File: src/rtl/i_buf_enable_sequencer.sv
// Staggered power-up/power-down sequencer for a bank of input buffers, with a synchroniser on their outputs.
// Optional per-bit glitch filter on DATA is built when I_BUF_SEQ_GLITCH_FILTER_EN is defined.
module i_buf_enable_sequencer #(
    parameter int NUM_BUF        = 4,
    parameter int STAGGER_CYCLES = 3,
    parameter int SETTLE_CYCLES  = 5,
    parameter int SYNC_STAGES    = 2,
    parameter int FILTER_CYCLES  = 4
) (
    input  logic               CLK,
    input  logic               RST,
    input  logic               START,
    input  logic               STOP,
    input  logic [NUM_BUF-1:0] BUF_O,
    output logic [NUM_BUF-1:0] EN,
    output logic [NUM_BUF-1:0] DATA,
    output logic               READY,
    output logic               BUSY
);

    localparam int MAX_SS  = (STAGGER_CYCLES > SETTLE_CYCLES) ? STAGGER_CYCLES : SETTLE_CYCLES;
    localparam int CNT_MAX = (MAX_SS > FILTER_CYCLES) ? MAX_SS : FILTER_CYCLES;
    localparam int CNT_W   = $clog2(CNT_MAX + 1);
    localparam logic [CNT_W-1:0] STAGGER_RELOAD = CNT_W'(STAGGER_CYCLES - 1);
    localparam logic [CNT_W-1:0] SETTLE_RELOAD  = CNT_W'((SETTLE_CYCLES > 0) ? SETTLE_CYCLES - 1 : 0);

    if (NUM_BUF < 1 || NUM_BUF > 32) begin : g_bad_num_buf
        $fatal(1, "%m: NUM_BUF=%0d must be in 1..32", NUM_BUF);
    end
    if (STAGGER_CYCLES < 1) begin : g_bad_stagger
        $fatal(1, "%m: STAGGER_CYCLES=%0d must be >= 1", STAGGER_CYCLES);
    end
    if (SETTLE_CYCLES < 0) begin : g_bad_settle
        $fatal(1, "%m: SETTLE_CYCLES=%0d must be >= 0", SETTLE_CYCLES);
    end
    if (SYNC_STAGES < 2) begin : g_bad_sync
        $fatal(1, "%m: SYNC_STAGES=%0d must be >= 2", SYNC_STAGES);
    end
    if (FILTER_CYCLES < 1) begin : g_bad_filter
        $fatal(1, "%m: FILTER_CYCLES=%0d must be >= 1", FILTER_CYCLES);
    end

    typedef enum logic [2:0] {S_IDLE, S_RAMP_UP, S_SETTLE, S_ACTIVE, S_RAMP_DOWN} state_t;

    state_t             state_q, state_d;
    logic [NUM_BUF-1:0] en_q, en_d;
    logic [CNT_W-1:0]   cnt_q, cnt_d;
    logic [NUM_BUF-1:0] en_up;
    logic [NUM_BUF-1:0] data_src;

    // EN is always a thermometer code, so shifting adds the next-lowest or drops the highest set bit
    assign en_up = (en_q << 1) | NUM_BUF'(1);

    always_ff @(posedge CLK) begin
        if (RST) begin
            state_q <= S_IDLE;
            en_q    <= '0;
            cnt_q   <= '0;
        end else begin
            state_q <= state_d;
            en_q    <= en_d;
            cnt_q   <= cnt_d;
        end
    end

    always_comb begin
        state_d = state_q;
        en_d    = en_q;
        cnt_d   = cnt_q;
        unique case (state_q)
            S_IDLE: begin
                if (START && !STOP) begin
                    en_d  = en_up;
                    cnt_d = STAGGER_RELOAD;
                    if (en_up[NUM_BUF-1]) begin
                        state_d = (SETTLE_CYCLES == 0) ? S_ACTIVE : S_SETTLE;
                        cnt_d   = SETTLE_RELOAD;
                    end else begin
                        state_d = S_RAMP_UP;
                    end
                end
            end
            S_RAMP_UP: begin
                if (STOP) begin
                    state_d = S_RAMP_DOWN;
                    en_d    = en_q >> 1;
                    cnt_d   = STAGGER_RELOAD;
                end else if (cnt_q == '0) begin
                    en_d  = en_up;
                    cnt_d = STAGGER_RELOAD;
                    if (en_up[NUM_BUF-1]) begin
                        state_d = (SETTLE_CYCLES == 0) ? S_ACTIVE : S_SETTLE;
                        cnt_d   = SETTLE_RELOAD;
                    end
                end else begin
                    cnt_d = cnt_q - CNT_W'(1);
                end
            end
            S_SETTLE: begin
                if (STOP) begin
                    state_d = S_RAMP_DOWN;
                    en_d    = en_q >> 1;
                    cnt_d   = STAGGER_RELOAD;
                end else if (cnt_q == '0) begin
                    state_d = S_ACTIVE;
                end else begin
                    cnt_d = cnt_q - CNT_W'(1);
                end
            end
            S_ACTIVE: begin
                if (STOP) begin
                    state_d = S_RAMP_DOWN;
                    en_d    = en_q >> 1;
                    cnt_d   = STAGGER_RELOAD;
                end
            end
            S_RAMP_DOWN: begin
                if (en_q == '0) begin
                    state_d = S_IDLE;
                    cnt_d   = '0;
                end else if (cnt_q == '0) begin
                    en_d  = en_q >> 1;
                    cnt_d = STAGGER_RELOAD;
                end else begin
                    cnt_d = cnt_q - CNT_W'(1);
                end
            end
            default: begin
                state_d = S_IDLE;
                en_d    = '0;
                cnt_d   = '0;
            end
        endcase
    end

    logic [NUM_BUF-1:0] sync_q [SYNC_STAGES];

    always_ff @(posedge CLK) begin
        if (RST) begin
            for (int i = 0; i < SYNC_STAGES; i++) sync_q[i] <= '0;
        end else begin
            sync_q[0] <= BUF_O;
            for (int i = 1; i < SYNC_STAGES; i++) sync_q[i] <= sync_q[i-1];
        end
    end

`ifdef I_BUF_SEQ_GLITCH_FILTER_EN
    localparam logic [CNT_W-1:0] FILT_LAST = CNT_W'(FILTER_CYCLES - 1);

    logic [NUM_BUF-1:0] filt_q;
    logic [CNT_W-1:0]   fcnt_q [NUM_BUF];

    // A bit follows the synchroniser only once it has disagreed with it for FILTER_CYCLES cycles in a row
    always_ff @(posedge CLK) begin
        if (RST || !READY) begin
            filt_q <= '0;
            for (int b = 0; b < NUM_BUF; b++) fcnt_q[b] <= '0;
        end else begin
            for (int b = 0; b < NUM_BUF; b++) begin
                if (sync_q[SYNC_STAGES-1][b] != filt_q[b]) begin
                    if (fcnt_q[b] == FILT_LAST) begin
                        filt_q[b] <= sync_q[SYNC_STAGES-1][b];
                        fcnt_q[b] <= '0;
                    end else begin
                        fcnt_q[b] <= fcnt_q[b] + CNT_W'(1);
                    end
                end else begin
                    fcnt_q[b] <= '0;
                end
            end
        end
    end

    assign data_src = filt_q;
`else
    assign data_src = sync_q[SYNC_STAGES-1];
`endif

    always_comb begin
        READY = (state_q == S_ACTIVE);
        BUSY  = (state_q != S_IDLE);
        EN    = en_q;
        DATA  = data_src & {NUM_BUF{READY}};
    end

endmodule

File: config.mk
export PLATFORM = sky130hd
export DESIGN_NAME = i_buf_enable_sequencer
export DESIGN_NICKNAME = d
export VERILOG_FILES = /design/src/rtl/i_buf_enable_sequencer.sv
export SDC_FILE = /design/constraint.sdc
export NUM_CORES = 1
export LEC_CHECK = 0
export ABC_CLOCK_PERIOD_IN_PS = 3100
export BUFFER_PORTS_ARGS = -buffer_cell sky130_fd_sc_hd__buf_4
export CORE_MARGIN = 4
export CORE_UTILIZATION = 51
export CTS_BUF_LIST = sky130_fd_sc_hd__clkbuf_8
export DETAILED_ROUTE_END_ITERATION = 12
export HOLD_SLACK_MARGIN = 0.08
export PLACE_DENSITY = 0.77
export SLEW_MARGIN = 30
export SYNTH_ARGS = -nofsm -noshare
export SYNTH_HDL_FRONTEND = slang
export SYNTH_SLANG_ARGS = --single-unit
File: constraint.sdc
create_clock -name CLK -period 3.1 [get_ports CLK]
set_input_delay 0.31 -clock CLK [delete_from_list [all_inputs] [get_ports CLK]]
set_output_delay 0.31 -clock CLK [all_outputs]
set_load 0.01 [all_outputs]
==> flow_metrics.env <==
export IMPL_grt_pass1_vias=927
export IMPL_gp_congestion=0.844
export IMPL_status="complete, no violations"
export IMPL_grt_start_max_net_pins=22
export IMPL_diodes=0
export IMPL_timing_final_crit_share=0.627
export IMPL_cp_end_kind="flop"
export IMPL_vias_per_cell=5.80
export IMPL_mappedNetlistArea_um2=1100
export IMPL_drt_iter0_markers=31
export IMPL_cts_made_buffers=3
export IMPL_synthArstFlopShare=0
export IMPL_p_leak_nw=0.514
export IMPL_cts_setup_buffers=0
export IMPL_worstPathRequired_ns=3.26
export IMPL_initial_utilization=0.548
export IMPL_die_area_um2=2960
export IMPL_core_area_um2=2000
export IMPL_nFillCells=179
export IMPL_placement_io_buffers=17
export IMPL_vias=980
export IMPL_track_usage=0.196
export IMPL_power_per_cell_area_nw_per_um2=881
export IMPL_cts_sinks=18
export IMPL_yosys_warnings=0
export IMPL_final_max_slew_viol_count=0
export IMPL_max_slew_margin_rel=0.602
export IMPL_utilization=0.631
export IMPL_die_w_um=54.4
export IMPL_antenna_found_initial=0
export IMPL_hpwl_mm=1.76
export IMPL_final_cell_mix="nor2b_1, dfxtp_1, buf_4"
export IMPL_skew_ns=0.00668
export IMPL_whs_ns=0.266
export IMPL_cap_violations=0
export IMPL_grt_pass1_wl_mm=4.17
export IMPL_syn_avg_cell_area_um2=8.44
export IMPL_clk_latency_ns=0.26
export IMPL_peakVddDrop_mv=0.513
export IMPL_drive_gt1_frac=0.211
export IMPL_final_cells=169
export IMPL_wl_per_cell_um=14.7
export IMPL_path_max_fanout=18
export IMPL_root_buffer="clkbuf_8"
export IMPL_stdcell_area_um2=1260
export IMPL_dp_cells=165
export IMPL_arrival_ns=2.10
export IMPL_syn_nets=140
export IMPL_min_path_type="in2reg"
export IMPL_crit_path_start_kind="flop"
export IMPL_rows=16
export IMPL_post_route_min_period_ns=1.94
export IMPL_worst_slew_pin_slew_ns=0.592
export IMPL_setup_tns_ns=0
export IMPL_synth_yosys_seq_area_share=0.328
export IMPL_antenna_left=0
export IMPL_final_nets=153
export IMPL_max_freq_mhz=514
export IMPL_ctsHtreeMaxLevel=1
export IMPL_cts_hold_buffers=0
export IMPL_cts_tree="built"
export IMPL_syn_inst=130
export IMPL_synthTopCellsByArea="dfxtp_1, nor2b_1, o21ai_0"
export IMPL_drc=0
export IMPL_die_y_um=54.4
export IMPL_grt_remaining_overflow=0
export IMPL_final_setup_viol_count=0
export IMPL_synth_top_cell_by_area="dfxtp_1"
export IMPL_cts_resized=0
export IMPL_hold_violations=0
export IMPL_drt_wl_total_mm=2.48
export IMPL_clock_path_buffers=2
export IMPL_grt_setup_unrepaired="no"
export IMPL_io_pins=18
export IMPL_area_growth_pct=15.1
export IMPL_synth_top_area_frac=0.328
export IMPL_timing_worst_setup_path_type="reg2reg"
export IMPL_cts_clk_slew_worst_paths_ns=0.07
export IMPL_final_common_cell="nor2b_1"
export IMPL_placed_cell_area_um2=1210
export IMPL_synth_edf_count=0
export IMPL_ys_ff_latch=18
export IMPL_yosysUniqueCellTypes=43
export IMPL_synth_main_ff_cell="dfxtp_1"
export IMPL_dr_pass1_iters=4
[layer usage]
metal | share of wire | wire (µm) | global-route usage | vias to the layer above
li1 | - | - | - | 482
met1 | 0.41 | 1020 | 0.239 | 438
met2 | 0.49 | 1210 | 0.327 | 49
met3 | 0.079 | 195 | 0.0354 | 11
met4 | 0.021 | 53 | 0.0954 | 0
met5 | 0 | 0 | 0 | -
[synthesized netlist by cell type (2+ instances only)]
| cell type | number |
|---|---|
| buf_2 | 4 |
| a211oi_2 | 3 |
| and2_1 | 5 |
| o21bai_1 | 2 |
| a22o_1 | 2 |
| mux2i_1 | 2 |
| nand2_1 | 5 |
| nor2_1 | 6 |
| a21oi_1 | 5 |
| nor3b_1 | 2 |
| dfxtp_1 | 18 |
| inv_1 | 7 |
| nor2b_1 | 19 |
| o21ai_0 | 12 |
| nor3_1 | 5 |
| clkbuf_1 | 2 |
| ha_1 | 2 |
| nand2b_1 | 2 |
| o31ai_1 | 3 |
[worst paths after layout]
check	endpoint	cells after the start	from	slack, ns
max	state_q[0]	5	state_q[0]	1.16
min	sync_q[0][2]	2	BUF_O[2]	0.27
min reg2reg	sync_q[0][4]	1	sync_q[0][0]	0.44
max reg2reg	state_q[0]	5	state_q[0]	1.16
[metrics by stage]
| stage | power (mW) | setup slack (ns) |
|---|---|---|
| floorplan | 0.789 | 1.42 |
| global placement | 0.888 | 1.30 |
| detailed placement | 0.905 | 1.23 |
| CTS | 1.10 | 1.19 |
| global route | 1.19 | 1.01 |
| finish | 1.11 | 1.16 |
[registers in the layout (all words and copies together) (netlist names)]
signal   cells
EN           4
sync_q       8
cnt_q        3
state_q      3
[kinds of logic (layout without fill, tap and decap cells)]
family                   count (synthesis)  after routing  synth area share
AND/OR/NAND/NOR                         56             56             0.327
AO/OA/AOI/OAI                           36             36             0.233
flip-flops                              18             18             0.328
buffers and inverters                   16             28            0.0707
adder cells (fa/ha/maj)                  2              2            0.0228
multiplexers                             2              2            0.0182
[critical path, cell delays in order, from the launching register on]
cell      delay, ns
dfxtp_1        0.64
nor2_1         0.13
a22o_1         0.29
a211oi_2       0.32
o21ai_0        0.18
a221oi_1       0.29
[power by group]
group	total, mW	switching, mW	internal (mW)
registers	0.370	0.0918	0.278
clock network	0.195	0.0818	0.113
logic	0.547	0.290	0.258
total	1.11	0.463	0.649
[cell type report]
type                            count  area [µm²]  share of cell area
Clock buffer                        4        55.1              0.0436
Multi-Input combinational cell     96         659               0.522
Sequential cell                    18         360               0.285
Tap cell                           27        33.8              0.0268
Inverter                            7        26.3              0.0208
Timing Repair Buffer               17         128               0.101
(Power assumes the default switching activity.)
